<file path="src/rtl/sap_pkg.sv">
// Shared definitions for the SAP control sequencer: opcodes, T-state encoding
// and the packed control word driven onto the datapath.
package sap_pkg;

  localparam logic [3:0] OP_LDA = 4'h0;
  localparam logic [3:0] OP_ADD = 4'h1;
  localparam logic [3:0] OP_SUB = 4'h2;
  localparam logic [3:0] OP_JMP = 4'h3;
  localparam logic [3:0] OP_JZ  = 4'h4;
  localparam logic [3:0] OP_OUT = 4'hE;
  localparam logic [3:0] OP_HLT = 4'hF;

  // Encoding is exported unchanged on t_state.
  typedef enum logic [2:0] {
    ST_CLEAR = 3'd0,
    ST_T1    = 3'd1,
    ST_T2    = 3'd2,
    ST_T3    = 3'd3,
    ST_T4    = 3'd4,
    ST_T5    = 3'd5,
    ST_T6    = 3'd6,
    ST_HALT  = 3'd7
  } state_t;

  typedef struct packed {
    logic cp;
    logic ep;
    logic lp;
    logic clr_n;
    logic mar_load;
    logic ir_load;
    logic a_load;
    logic b_load;
    logic out_load;
    logic ram_oe;
    logic ir_oe;
    logic a_oe;
    logic alu_oe;
    logic alu_sub;
    logic halted;
  } ctrl_t;

  localparam ctrl_t CTRL_IDLE = '{clr_n: 1'b1, default: 1'b0};

  // Sub-cycle counter width; CLEAR always needs to count to 1.
  function automatic int cnt_width(input int steps);
    return (steps > 2) ? $clog2(steps) : 1;
  endfunction

endpackage

</file>
<file path="src/rtl/sap_step_timer.sv">
// Sub-cycle counter: counts 0..limit inside one T-state and flags the first
// and last clock of it.
module sap_step_timer
  import sap_pkg::*;
#(
  parameter int STEP_CYCLES = 2,
  localparam int CW = cnt_width(STEP_CYCLES)
) (
  input  logic          clk,
  input  logic          rst,
  input  logic [CW-1:0] limit,
  input  logic          restart,
  output logic          step_first,
  output logic          step_last,
  output logic          advance
);

  logic [CW-1:0] count;

  always_ff @(posedge clk or posedge rst) begin
    if (rst) begin
      count <= '0;
    end else if (restart || step_last) begin
      count <= '0;
    end else begin
      count <= count + CW'(1);
    end
  end

  assign step_first = (count == '0);
  assign step_last  = (count == limit);
  assign advance    = step_last && !restart;

endmodule

</file>
<file path="src/rtl/sap_control_sequencer.sv">
// SAP-style CPU control sequencer: six T-states per instruction, opcode
// decode into bus enables and one-clock load/count strobes, HLT support.
module sap_control_sequencer
  import sap_pkg::*;
#(
  parameter int STEP_CYCLES = 2
) (
  input  logic       clk,
  input  logic       rst,
  input  logic [3:0] opcode,
  input  logic       zero_flag,
  output logic       pc_cp,
  output logic       pc_ep,
  output logic       pc_lp,
  output logic       pc_clr_n,
  output logic       mar_load,
  output logic       ir_load,
  output logic       a_load,
  output logic       b_load,
  output logic       out_load,
  output logic       ram_oe,
  output logic       ir_oe,
  output logic       a_oe,
  output logic       alu_oe,
  output logic       alu_sub,
  output logic       halted,
  output logic [2:0] t_state
);

  localparam int CW = cnt_width(STEP_CYCLES);

  state_t        state;
  state_t        next_state;
  logic [CW-1:0] limit;
  logic          restart;
  logic          step_first;
  logic          step_last;
  logic          advance;
  logic          sample;
  logic          halt_req;
  logic [3:0]    op_q;
  logic          zero_q;
  logic [3:0]    op_eff;
  logic          zero_eff;
  ctrl_t         ctrl;

  // CLEAR is two clocks regardless of the T-state length.
  assign limit = (state == ST_CLEAR) ? CW'(1) : CW'(STEP_CYCLES - 1);

  sap_step_timer #(.STEP_CYCLES(STEP_CYCLES)) u_timer (
    .clk        (clk),
    .rst        (rst),
    .limit      (limit),
    .restart    (restart),
    .step_first (step_first),
    .step_last  (step_last),
    .advance    (advance)
  );

  // The IR is loaded at the end of T3, so opcode is used live in the first
  // clock of T4 and from the latch afterwards.
  assign sample   = (state == ST_T4) && step_first;
  assign op_eff   = sample ? opcode : op_q;
  assign zero_eff = sample ? zero_flag : zero_q;
  assign halt_req = sample && (op_eff == OP_HLT);
  assign restart  = halt_req || (state == ST_HALT);

  always_ff @(posedge clk) begin
    if (sample) begin
      op_q   <= opcode;
      zero_q <= zero_flag;
    end
  end

  always_ff @(posedge clk or posedge rst) begin
    if (rst) begin
      state <= ST_CLEAR;
    end else begin
      state <= next_state;
    end
  end

  always_comb begin
    next_state = state;
    case (state)
      ST_CLEAR: if (advance) next_state = ST_T1;
      ST_T1:    if (advance) next_state = ST_T2;
      ST_T2:    if (advance) next_state = ST_T3;
      ST_T3:    if (advance) next_state = ST_T4;
      ST_T4: begin
        if (halt_req) begin
          next_state = ST_HALT;
        end else if (advance) begin
          next_state = ST_T5;
        end
      end
      ST_T5:    if (advance) next_state = ST_T6;
      ST_T6:    if (advance) next_state = ST_T1;
      ST_HALT:  next_state = ST_HALT;
      default:  next_state = ST_CLEAR;
    endcase
  end

  // Enables are held for the whole T-state; strobes only when last is set.
  function automatic ctrl_t decode(input state_t st, input logic [3:0] op,
                                   input logic zero, input logic last);
    ctrl_t c;
    c = CTRL_IDLE;
    case (st)
      ST_CLEAR: c.clr_n = 1'b0;
      ST_T1: begin
        c.ep       = 1'b1;
        c.mar_load = last;
      end
      ST_T2: c.cp = last;
      ST_T3: begin
        c.ram_oe  = 1'b1;
        c.ir_load = last;
      end
      ST_T4: begin
        case (op)
          OP_LDA, OP_ADD, OP_SUB: begin
            c.ir_oe    = 1'b1;
            c.mar_load = last;
            c.alu_sub  = (op == OP_SUB);
          end
          OP_JMP: begin
            c.ir_oe = 1'b1;
            c.lp    = last;
          end
          OP_JZ: begin
            c.ir_oe = 1'b1;
            c.lp    = last && zero;
          end
          OP_OUT: begin
            c.a_oe     = 1'b1;
            c.out_load = last;
          end
          default: c = CTRL_IDLE;
        endcase
      end
      ST_T5: begin
        case (op)
          OP_LDA: begin
            c.ram_oe = 1'b1;
            c.a_load = last;
          end
          OP_ADD, OP_SUB: begin
            c.ram_oe  = 1'b1;
            c.b_load  = last;
            c.alu_sub = (op == OP_SUB);
          end
          default: c = CTRL_IDLE;
        endcase
      end
      ST_T6: begin
        if (op == OP_ADD || op == OP_SUB) begin
          c.alu_oe  = 1'b1;
          c.a_load  = last;
          c.alu_sub = (op == OP_SUB);
        end
      end
      ST_HALT: c.halted = 1'b1;
      default: c = CTRL_IDLE;
    endcase
    return c;
  endfunction

  always_comb begin
    ctrl = decode(state, op_eff, zero_eff, step_last);
  end

  assign pc_cp    = ctrl.cp;
  assign pc_ep    = ctrl.ep;
  assign pc_lp    = ctrl.lp;
  assign pc_clr_n = ctrl.clr_n;
  assign mar_load = ctrl.mar_load;
  assign ir_load  = ctrl.ir_load;
  assign a_load   = ctrl.a_load;
  assign b_load   = ctrl.b_load;
  assign out_load = ctrl.out_load;
  assign ram_oe   = ctrl.ram_oe;
  assign ir_oe    = ctrl.ir_oe;
  assign a_oe     = ctrl.a_oe;
  assign alu_oe   = ctrl.alu_oe;
  assign alu_sub  = ctrl.alu_sub;
  assign halted   = ctrl.halted;
  assign t_state  = state;

  // Bus contention guard: never more than one driver on the bus.
  a_bus_onehot: assert property (@(posedge clk) disable iff (rst)
    $onehot0({ctrl.ep, ctrl.ram_oe, ctrl.ir_oe, ctrl.a_oe, ctrl.alu_oe}));

endmodule

</file>
<file path="config.mk">
export PLATFORM = sky130hd
export DESIGN_NAME = sap_control_sequencer
export DESIGN_NICKNAME = d
export VERILOG_FILES = /design/src/rtl/sap_pkg.sv /design/src/rtl/sap_step_timer.sv /design/src/rtl/sap_control_sequencer.sv
export SDC_FILE = /design/constraint.sdc
export NUM_CORES = 1
export LEC_CHECK = 0
export BUFFER_PORTS_ARGS = -buffer_cell sky130_fd_sc_hd__buf_4
export CORE_UTILIZATION = 52
export DETAILED_ROUTE_END_ITERATION = 10
export PLACE_DENSITY = 0.87
export SYNTH_ARGS = -nofsm -noshare
export SYNTH_HDL_FRONTEND = slang
export SYNTH_HIERARCHICAL = 1
export SYNTH_SLANG_ARGS = --single-unit
</file>
<file path="constraint.sdc">
create_clock -name clk -period 7.6 [get_ports clk]
set_input_delay 1.9 -clock clk [delete_from_list [all_inputs] [get_ports clk]]
set_output_delay 1.9 -clock clk [all_outputs]
set_load 0.02 [all_outputs]
</file>
# Word-level counts from Yosys, hierarchy flattened
# Cells that the tools add are included.
dict set report totals {
  out_inout_bits 18
  ff_bits 9
  word_cells 75
}
dict set report classes {
  eq_ne 19
  n_reduce_logical 15
  n_mux 35
  bitwise 1
  n_addsub 1
}
# cell n
set op_table {}
lappend op_table {{3-bit 2-to-1 mux} 7}
lappend op_table {{3-bit case mux with 7 select lines} 1}
lappend op_table {{1-bit 2-to-1 mux} 18}
lappend op_table {{3-bit equality test (second input constant)} 4}
lappend op_table {{4-bit by 2-bit equality test with 1-bit output (second input constant)} 2}
lappend op_table {{4-bit equality test (second input constant)} 2}
lappend op_table {{2-bit != test (second input constant)} 4}
lappend op_table {{1-bit case mux with 2 select lines} 4}
lappend op_table {{3-bit by 2-bit equality test with 1-bit output (second input constant)} 2}
lappend op_table {{2-bit case mux with 3 select lines} 1}
lappend op_table {{6-bit AND reduction} 1}
lappend op_table {{5-bit OR reduction} 1}
lappend op_table {{4-bit by 1-bit equality test with 1-bit output (second input constant)} 1}
lappend op_table {{4-bit by 3-bit equality test with 1-bit output (second input constant)} 1}
lappend op_table {{1-bit logical AND} 4}
lappend op_table {{4-bit logical NOT} 1}
lappend op_table {{2-bit 2-to-1 mux} 2}
lappend op_table {{4-bit 2-to-1 mux} 1}
lappend op_table {{2-bit case mux with 2 select lines} 1}
lappend op_table {{2-bit OR reduction} 2}
lappend op_table {{3-bit by 1-bit equality test with 1-bit output (second input constant)} 1}
lappend op_table {{3-bit logical NOT} 1}
lappend op_table {{1-bit logical OR} 3}
lappend op_table {{3-bit != test (second input constant)} 1}
lappend op_table {{other kinds (5)} 5}

# Longest topological paths before layout
# Gate-level depths: netlist (run 1).
dict set report logic_depth {
  word_depth 11
  depth_mapped 9
  depth_no_buf 8
}

# Cells and area by module
# The synthesis (run 1) kept the hierarchy.
# module cells_per_inst n_inst seq_area_each_um2 area_per_inst_um2
set by_module_without_submodules {}
lappend by_module_without_submodules {sap_control_sequencer 96 1 175.2 710.7}
lappend by_module_without_submodules {sap_step_timer 6 1 25.0 55.1}

# Worst setup path after synthesis (run 1)
# No wires, ideal clock.
dict set report synth_path {
  path_kind {input to output}
  from {in opcode[1]}
  to {out a_load}
  t_arrival_ns 3.112
  path_stages 3
  path_slack_ns 2.588
  required_time_ns 5.700
  path_buffers 0
  path_cell_list {mux2_2 -> or3_1 -> a211oi_1}
}
dict set report synth_via {
  elab_chain_cells 5
  elab_cells_between_ends 8
}
# element line_no
set synth_lines {}
lappend synth_lines {{start: declaration} sap_control_sequencer.sv:10} ;# input logic [3:0] opcode,
lappend synth_lines {{4-bit 2-to-1 mux (*)} sap_control_sequencer.sv:63} ;# assign op_eff = sample ? opcode : op_q;
lappend synth_lines {{4-bit by 1-bit equality test with 1-bit output or 4-bit by 2-bit equality test with 1-bit output (tied branches)} sap_control_sequencer.sv:157} ;# if (op == OP_ADD || op == OP_SUB) begin
lappend synth_lines {{1-bit logical OR} sap_control_sequencer.sv:157}
lappend synth_lines {{1-bit 2-to-1 mux} sap_control_sequencer.sv:157}
lappend synth_lines {{1-bit case mux with 2 select lines (*)} sap_control_sequencer.sv:109} ;# case (st)
lappend synth_lines {{end: declaration} sap_control_sequencer.sv:18} ;# output logic a_load,
# Mark *: on every way between the ends. The rest lies on a longest branch, timed or not.

==> flow_metrics.env, run 1 <==
export IMPL_cts_tree="yes"
export IMPL_slew_violations=0
export IMPL_rows=13
export IMPL_synth_enable_flop_cells=0
export IMPL_max_slew_worst_pin_slew_ps=1100
export IMPL_drt_pass1_iter_count=5
export IMPL_cts_root_buf="clkbuf_4"
export IMPL_overflow=0
export IMPL_crit_path_max_fanout=15
export IMPL_timing_final_crit_period_ps=5000
export IMPL_drv_cap=0
export IMPL_grt_usage_pct=25.3
export IMPL_ys_async_sr_fraction_pct=44.4
export IMPL_yosys_warnings=6
export IMPL_synth_area_um2=766
export IMPL_fp_dieArea_um2=1630
export IMPL_routed_wl_met3_um=92
export IMPL_status="completed"
export IMPL_hold_viol_final=0
export IMPL_power_density_nw_per_um2=440
export IMPL_cts_hold_buf=0
export IMPL_cts_sinks=9
export IMPL_post_route_cell_area_um2=961
export IMPL_port_buffers=24
export IMPL_clockBufferDepth=2
export IMPL_min_path_type="reg -> reg"
export IMPL_grt_pass1_wl_um=2680
export IMPL_wl_met1_um=879
export IMPL_synth_top_cell_area_share_pct=13.1
export IMPL_synth_area_leader_cell="dfrtp_1"
export IMPL_dp_hpwl_um=1370
export IMPL_die_w_um=40.4
export IMPL_rr_worst_depth=3
export IMPL_vias=807
export IMPL_layout_drive_gt1_share_pct=25.4
export IMPL_drc_errors=0
export IMPL_syn_avg_cell_area_um2=7.51
export IMPL_antenna_found_initial=0
export IMPL_arrival_ps=3100
export IMPL_drt_wl_total_um=1930
export IMPL_yosysUniqueCellTypes=36
export IMPL_globalplace_congestion=0.912
export IMPL_cts_resized=0
export IMPL_antenna_left=0
export IMPL_finalSetupViolations=0
export IMPL_yosysMostFrequentCell="nand2_1"
export IMPL_die_h_um=40.4
export IMPL_synth_area_leaders="dfrtp_1 (13%), dfxtp_1 (13%), nand2_1 (7.8%)"
export IMPL_ios=25
export IMPL_p_leak_uw=0.000431
export IMPL_post_route_period_util_pct=65.8
export IMPL_core_um2=1330
export IMPL_nFillCells=108
export IMPL_start_kind="flip-flop"
export IMPL_viasPerCell=5.72
export IMPL_syn2layout_area_growth_pct=25.5
export IMPL_finalPower_uw=423
export IMPL_place_area_um2=935
export IMPL_dp_cells=137
export IMPL_critPathRequiredTime_ps=5700
export IMPL_top_layer="met4"
export IMPL_start_util_pct=57.4
export IMPL_clock_latency_ps=270
export IMPL_synth_common_cells="nand2_1 (16), nor2_1 (9), inv_1 (7)"
export IMPL_nets=134
export IMPL_setup_tns_ps=0
export IMPL_hold_slack_ps=460
export IMPL_met2_length_um=931
export IMPL_syn_inst=102
export IMPL_grt_max_degree=21
export IMPL_grt_pass1_vias=631
export IMPL_crit_path_end_kind="output port"
export IMPL_synth_seq_cells=9
export IMPL_ys_seq_area_share_pct=26.1
export IMPL_routedWlPerCell_um=13.7
export IMPL_synth_ff_type="dfxtp_1"
export IMPL_rsz0062_at_grt="false"
export IMPL_finClkSkew_ps=11.5
export IMPL_hold_path_depth=2
export IMPL_cts_htree_levels=1
export IMPL_cts_made_buffers=3
export IMPL_post_cts_buffers=0
export IMPL_worstSetupPathType="reg -> out"
export IMPL_fin_cells=141
export IMPL_max_freq_mhz=200
export IMPL_slew_headroom_pct=25.3
export IMPL_drt_initial_drc_count=38
export IMPL_antennaDiodeCount=0
export IMPL_ir_drop_mv=0.200
export IMPL_path_clk_slew_ps=60
## cells in the final DEF (no fill, tap or decap), types with 2 or more instances in the layout
cell type | Yosys | layout
mux2i_1 | 4 | 4
buf_4 | 0 | 24
dfxtp_1 | 5 | 5
nor3b_1 | 2 | 2
mux2_2 | 2 | 2
or2b_1 | 2 | 2
a211oi_1 | 2 | 2
clkbuf_4 | 0 | 3
nor3_1 | 4 | 4
nor2_1 | 9 | 9
nor4_1 | 2 | 2
o21a_1 | 2 | 2
nand2_1 | 16 | 16
dfrtp_1 | 4 | 4
nand2b_1 | 3 | 3
conb_1 | 1 | 2
inv_1 | 7 | 7
a21oi_1 | 6 | 6
nor4b_1 | 3 | 3
or3_1 | 2 | 2
nand3_1 | 2 | 2
nor2b_1 | 3 | 3
and3_1 | 3 | 3
## worst paths after layout
kind / startpoint / endpoint / slack, ps
worst min-delay path: zero_q / zero_q / 460
worst max-delay path: flip-flop / a_load / 2600
worst min register to register: zero_q / zero_q / 460
worst max register to register: flip-flop / op_q[2] / 5310
min in group asynchronous: rst / u_timer/count / 1480
max in group asynchronous: rst / t_state[0] / 5940
## through the flow
stage,setup slack [ps],util (%)
2_1_floorplan,2590,-
3_3_place_gp,2630,70.1
3_5_place_dp,2620,70.1
4_1_cts,2620,72.0
5_1_grt,2420,72.0
6_report,2600,72.0
## area by class of cell
type	count	area [µm²]	area share (%)
Clock buffer	4	26.3	2.73
Timing Repair Buffer	24	180	18.8
Inverter	7	26.3	2.73
Multi-Input combinational cell	82	509	53.0
Tap cell	15	18.8	1.95
Sequential cell	9	200	20.8
## power breakdown
group	total, µW	leakage [µW]	switching (µW)	internal [µW]
clock network	39.8	0.0000150	19.5	20.3
registers	121	0.0000884	49.7	71.7
logic	261	0.000327	146	116
total	423	0.000431	215	208
## critical path, cell delays in order (launching register included)
cell,delay [ps]
dfrtp_1,590
nor4bb_2,1030
mux2_2,480
or3_1,370
a211oi_1,200
buf_4,170
## cell families after synthesis
family / count (synthesis) / synth area share (%)
AO/OA/AOI/OAI: 15 / 12.9
XOR/XNOR: 2 / 2.29
AND/OR/NAND/NOR: 56 / 40.2
multiplexers: 7 / 10.1
flip-flops: 9 / 26.1
buffers and inverters: 12 / 7.84
other: 1 / 0.490
## metal layers
metal / track usage [%] / up-vias
li1: - / 406
met1: 29.9 / 370
met2: 44.0 / 27
met3: 5.00 / 4
met4: 10.0 / 0
met5: 0 / -
No activity file was read; power rests on OpenSTA's default activity.
==> inputs of run 2 (changes only) <==
- ABC_AREA: unset -> 1
- CORE_UTILIZATION: 52 -> 45
- PLACE_DENSITY: 0.87 -> 0.79
- clock period: 7.6 -> 4.1 ns (I/O delays scaled with it)
==> run 2 against run 1 <==
First-iteration DRC count is 39% lower; sequential cell count unchanged; critical path depth rose by 4; setup slack got worse by 1700 ps; critical path type unchanged; largest cell class unchanged; largest power group unchanged.
==> flow_metrics.env, run 2 <==
export IMPL_drt_initial_drc_count=23
export IMPL_fin_cells=177
export IMPL_arrival_ps=2200
export IMPL_slowest_delay_ps=500
export IMPL_cts_made_buffers=3
export IMPL_internal_power_uw=350
export IMPL_timing_final_crit_period_ps=3230
export IMPL_ios=25
export IMPL_antenna_left=0
export IMPL_overflow=0
export IMPL_ys_seq_area_share_pct=24.9
export IMPL_drt_wl_total_um=1860
export IMPL_synth_ff_type="dfxtp_1"
export IMPL_path_buf_inv=1
export IMPL_start_util_pct=50.4
export IMPL_crit_path_max_fanout=11
export IMPL_drt_pass1_iter_count=4
export IMPL_dp_cells=173
export IMPL_slew_headroom_pct=66.3
export IMPL_grt_usage_pct=21.0
export IMPL_nets=161
export IMPL_synth_area_um2=803
export IMPL_drc_errors=0
export IMPL_ir_drop_mv=0.438
export IMPL_cts_root_buf="clkbuf_4"
export IMPL_ys_async_sr_fraction_pct=44.4
export IMPL_routedWlPerCell_um=10.5
export IMPL_switching_share_pct=55.2
export IMPL_synth_seq_cells=9
export IMPL_die_w_um=44.3
export IMPL_p_clk_share_pct=9.2
export IMPL_clock_latency_ps=260
export IMPL_core_um2=1590
export IMPL_viasPerCell=4.78
export IMPL_pwr_share_seq_pct=24.3
export IMPL_cts_resized=0
export IMPL_cp_common_cell="nand2_1"
export IMPL_cts_htree_levels=1
export IMPL_path_clk_slew_ps=60
export IMPL_crit_reg2reg_launch="t_state[1]"
export IMPL_fp_dieArea_um2=1960
export IMPL_combPwrFrac_pct=66.5
export IMPL_start_kind="flip-flop"
export IMPL_post_route_period_util_pct=78.7
export IMPL_final_cell_mix="nand2_1 (39), buf_4 (24), inv_1 (23)"
export IMPL_yosysMostFrequentCell="nand2_1"
export IMPL_yosysUniqueCellTypes=27
export IMPL_max_slew_worst_pin_slew_ps=506
export IMPL_cpLargestDelayFamily="simple AND/OR/NAND/NOR gates"
export IMPL_seq_area_um2=200
export IMPL_critPathRequiredTime_ps=3070
export IMPL_max_freq_mhz=310
export IMPL_synth_enable_flop_cells=0
export IMPL_layout_drive_gt1_share_pct=32.0
export IMPL_port_buffers=24
export IMPL_critPathLaunch="t_state[1]"
export IMPL_post_cts_buffers=0
export IMPL_synth_top_cell_area_share_pct=18.2
export IMPL_grt_pass1_vias=755
export IMPL_finalPower_uw=780
export IMPL_cts_sinks=9
export IMPL_yosys_warnings=6
export IMPL_dp_hpwl_um=1490
export IMPL_globalplace_congestion=0.847
export IMPL_rsz0062_at_grt="false"
export IMPL_hold_start="zero_q"
export IMPL_syn_inst=128
export IMPL_final_common_cell="nand2_1"
export IMPL_syn2layout_area_growth_pct=26.0
export IMPL_status="completed"
export IMPL_clockBufferDepth=2
export IMPL_grt_max_degree=16
export IMPL_cts_tree="yes"
export IMPL_antennaDiodeCount=0
export IMPL_hold_viol_final=0
export IMPL_cts_hold_buf=0
export IMPL_power_density_nw_per_um2=770
export IMPL_rows=14
export IMPL_nFillCells=160
export IMPL_crit_path_end_kind="output port"
export IMPL_synth_area_leaders="nand2_1 (18%), dfrtp_1 (12%), dfxtp_1 (12%)"
export IMPL_slew_violations=0
export IMPL_p_leak_uw=0.000580
export IMPL_drv_cap=0
export IMPL_min_path_type="reg -> reg"
export IMPL_multi_input_area_um2=485
export IMPL_cp_slowest_cell="dfrtp_1"
export IMPL_vias=846
export IMPL_syn_avg_cell_area_um2=6.28
export IMPL_synth_area_leader_cell="nand2_1"
export IMPL_grt_pass1_wl_um=3070
export IMPL_die_h_um=44.3
export IMPL_antenna_found_initial=0
export IMPL_worstSetupPathType="reg -> out"
export IMPL_finalSetupViolations=0
export IMPL_p_switching_uw=430
export IMPL_setup_tns_ps=0
export IMPL_finClkSkew_ps=0.652
export IMPL_cp_cell_sequence="nor2_4 -> nand3_2 -> nand2_1 -> nand2_1 -> nor2_2 -> nand2_1 -> o21a_1 -> nor2_1 -> buf_4"
export IMPL_synth_common_cells="nand2_1 (39), inv_1 (23), nor2_1 (8)"
[run 2: cell count changes after synthesis, sizes merged, moves of 4 or more]
cell	delta
o21ai	+4
mux2i	-4
nand4	+6
nand3	+7
inv	+17
nand2	+31
nor2	+4
[run 2: per-layer routing]
layer	GRT usage (%)	up-vias	wire [µm]
met5	0	-	0
met4	3.64	0	0
met3	6.12	0	82
met2	36.2	20	946
met1	26.3	381	831
li1	-	445	-
[run 2: area by class of cell]
cell class / instances / area share (%)
multi-input combinational: 92 / 48.0
inverter: 24 / 8.90
timing repair buffer: 24 / 17.8
clock buffer: 4 / 2.60
tap: 24 / 2.97
sequential: 9 / 19.8
[run 2: cells by family after synthesis]
group           share of synthesized area [%]
buf+inv                                  15.1
flops                                    24.9
simple gates                             51.7
compound gates                           7.79
other cells                             0.467
[run 2: worst paths after layout]
path,end,slack [ps],depth (start not counted)
worst max-delay path,pc_lp,870,9
worst min-delay path,zero_q,450,2
worst max register to register,flip-flop,1780,14
worst min register to register,zero_q,450,2
max in group asynchronous,t_state[1],3340,2
min in group asynchronous,u_timer/count,600,2
[run 2: through the flow]
stage               util [%]  area [µm²]  setup WS (ps)  hold slack (ps)
floorplan                  -         807           1030              419
global placement        61.9         986           1070              428
detailed placement      61.9         986           1030              437
CTS                     63.5        1010            873              455
global route            63.5        1010            706              474
finish                  63.5        1010            872              450
[run 2: power by group through the flow]
stage	combinational, µW	clock [µW]	sequential (µW)
detailed placement	515	0	190
global route	570	80.0	196
floorplan	401	0	180
global placement	505	0	187
finish	519	71.8	189
CTS	517	73.5	189
[run 2: worst min-delay path: cells and delay by family (launching register included)]
| family | cells | cell delay [ps] |
|---|---|---|
| flops | 1 | 310 |
| simple gates | 1 | 60 |
| compound gates | 1 | 50 |
==> inputs of run 3 (changes only) <==
- CORE_UTILIZATION: 45 -> 49
- PLACE_DENSITY: 0.79 -> 0.82
- clock period: 4.1 -> 3 ns (I/O delays scaled with it)
==> run 3 against run 2 <==
Sequential cell count unchanged; count of clock-buffer cells in the layout stayed put; sequential share of layout area shrank 0.097 points; register-to-register slack got worse by 890 ps; critical path type unchanged; largest power group unchanged.
==> flow_metrics.env, run 3 (synthesized netlist as in run 2, its figures left out) <==
export IMPL_slew_violations=0
export IMPL_min_path_type="in -> async"
export IMPL_core_um2=1520
export IMPL_drv_cap=0
export IMPL_viasPerCell=5.01
export IMPL_cts_root_buf="clkbuf_4"
export IMPL_worstSetupPathType="reg -> out"
export IMPL_routedWlPerCell_um=11.3
export IMPL_nFillCells=138
export IMPL_finClkSkew_ps=1.27
export IMPL_drt_pass1_iter_count=5
export IMPL_start_kind="flip-flop"
export IMPL_ios=25
export IMPL_final_cell_mix="nand2_1 (39), buf_4 (25), inv_1 (23)"
export IMPL_seq_area_um2=200
export IMPL_post_cts_buffers=0
export IMPL_layout_drive_gt1_share_pct=32.5
export IMPL_ir_drop_mv=0.675
export IMPL_max_freq_mhz=362
export IMPL_vias=851
export IMPL_syn2layout_area_growth_pct=26.6
export IMPL_timing_final_crit_period_ps=2770
export IMPL_rows=14
export IMPL_arrival_ps=2020
export IMPL_path_clk_slew_ps=60
export IMPL_multi_input_area_um2=493
export IMPL_antennaDiodeCount=0
export IMPL_cts_made_buffers=3
export IMPL_critPathRequiredTime_ps=2250
export IMPL_die_h_um=42.5
export IMPL_grt_max_degree=15
export IMPL_antenna_left=0
export IMPL_rsz0062_at_grt="false"
export IMPL_start_util_pct=52.7
export IMPL_cts_tree="yes"
export IMPL_drc_errors=0
export IMPL_hold_viol_final=0
export IMPL_clockBufferDepth=2
export IMPL_grt_usage_pct=23.3
export IMPL_globalplace_congestion=0.803
export IMPL_hold_slack_ps=318
export IMPL_grt_pass1_wl_um=3190
export IMPL_post_route_period_util_pct=92.2
export IMPL_crit_path_max_fanout=11
export IMPL_overflow=0
export IMPL_clock_latency_ps=270
export IMPL_antenna_found_initial=0
export IMPL_drt_wl_total_um=1910
export IMPL_drt_initial_drc_count=28
export IMPL_finalSetupViolations=0
export IMPL_cts_hold_buf=0
export IMPL_fp_dieArea_um2=1810
export IMPL_crit_path_end_kind="output port"
export IMPL_final_common_cell="nand2_1"
export IMPL_die_w_um=42.5
export IMPL_status="completed"
export IMPL_cts_sinks=9
export IMPL_dp_hpwl_um=1520
export IMPL_cts_resized=0
export IMPL_port_buffers=24
export IMPL_grt_pass1_vias=787
export IMPL_cts_htree_levels=1
export IMPL_setup_tns_ps=0
export IMPL_p_leak_uw=0.000586
export IMPL_nets=162
export IMPL_power_density_nw_per_um2=1060
## run 3: cell types whose count changed in the layout (fill, tap and decap cells not counted), sizes merged
cell  before  now
buf       24   25
## run 3: final timing paths
check | from | end | slack (ps) | cells past startpoint
worst max-delay path | t_state[1] | pc_lp | 230 | 9
worst min-delay path | rst | u_timer/count | 320 | 2
worst max register to register | t_state[1] | flip-flop | 890 | 14
worst min register to register | op_q[0] | op_q[0] | 450 | 2
max in group asynchronous | rst | asynchronous set/reset pin | 2510 | 2
min in group clk | op_q[0] | op_q[0] | 450 | 2
## run 3: worst max-delay path, stage by stage, from the launching register on
cell,delay [ps]
dfrtp_1,490
nor2_4,270
nand3_4,210
nand2_1,100
nand2_1,120
nor2_2,150
nand2_1,70
o21a_1,100
nor2_1,90
buf_4,150
## run 3: stage by stage
stage / instance area [µm²] / setup WS, ps / utilization, % / power (µW) / instances
2_1_floorplan: 807 / 396 / - / 793 / 129
3_3_place_gp: 983 / 454 / 64.5 / 959 / 166
3_5_place_dp: 983 / 448 / 64.5 / 975 / 166
4_1_cts: 1010 / 144 / 66.3 / 1080 / 170
5_1_grt: 1020 / 63.7 / 66.7 / 1180 / 170
6_report: 1020 / 235 / 66.7 / 1080 / 170
## run 3: layout make-up
type	instances	area share, %
Timing Repair Buffer	25	18.5
Inverter	24	8.86
Clock buffer	4	2.58
Sequential cell	9	19.7
Multi-Input combinational cell	92	48.5
Tap cell	16	1.97
## run 3: metal layers
| layer | track usage (%) | routed length (µm) | share of wire (%) | vias to the layer above |
|---|---|---|---|---|
| li1 | - | - | - | 447 |
| met1 | 27.4 | 899 | 47 | 384 |
| met2 | 40.3 | 934 | 49 | 18 |
| met3 | 6.47 | 64 | 3.3 | 2 |
| met4 | 7.50 | 14 | 0.73 | 0 |
| met5 | 0 | 0 | 0 | - |
## run 3: report_power, final
part           total [µW]  internal, µW  switching (µW)
clock network        99.9          51.6            48.3
logic                 745           258             487
registers             238           180            58.6
total                1080           489             594
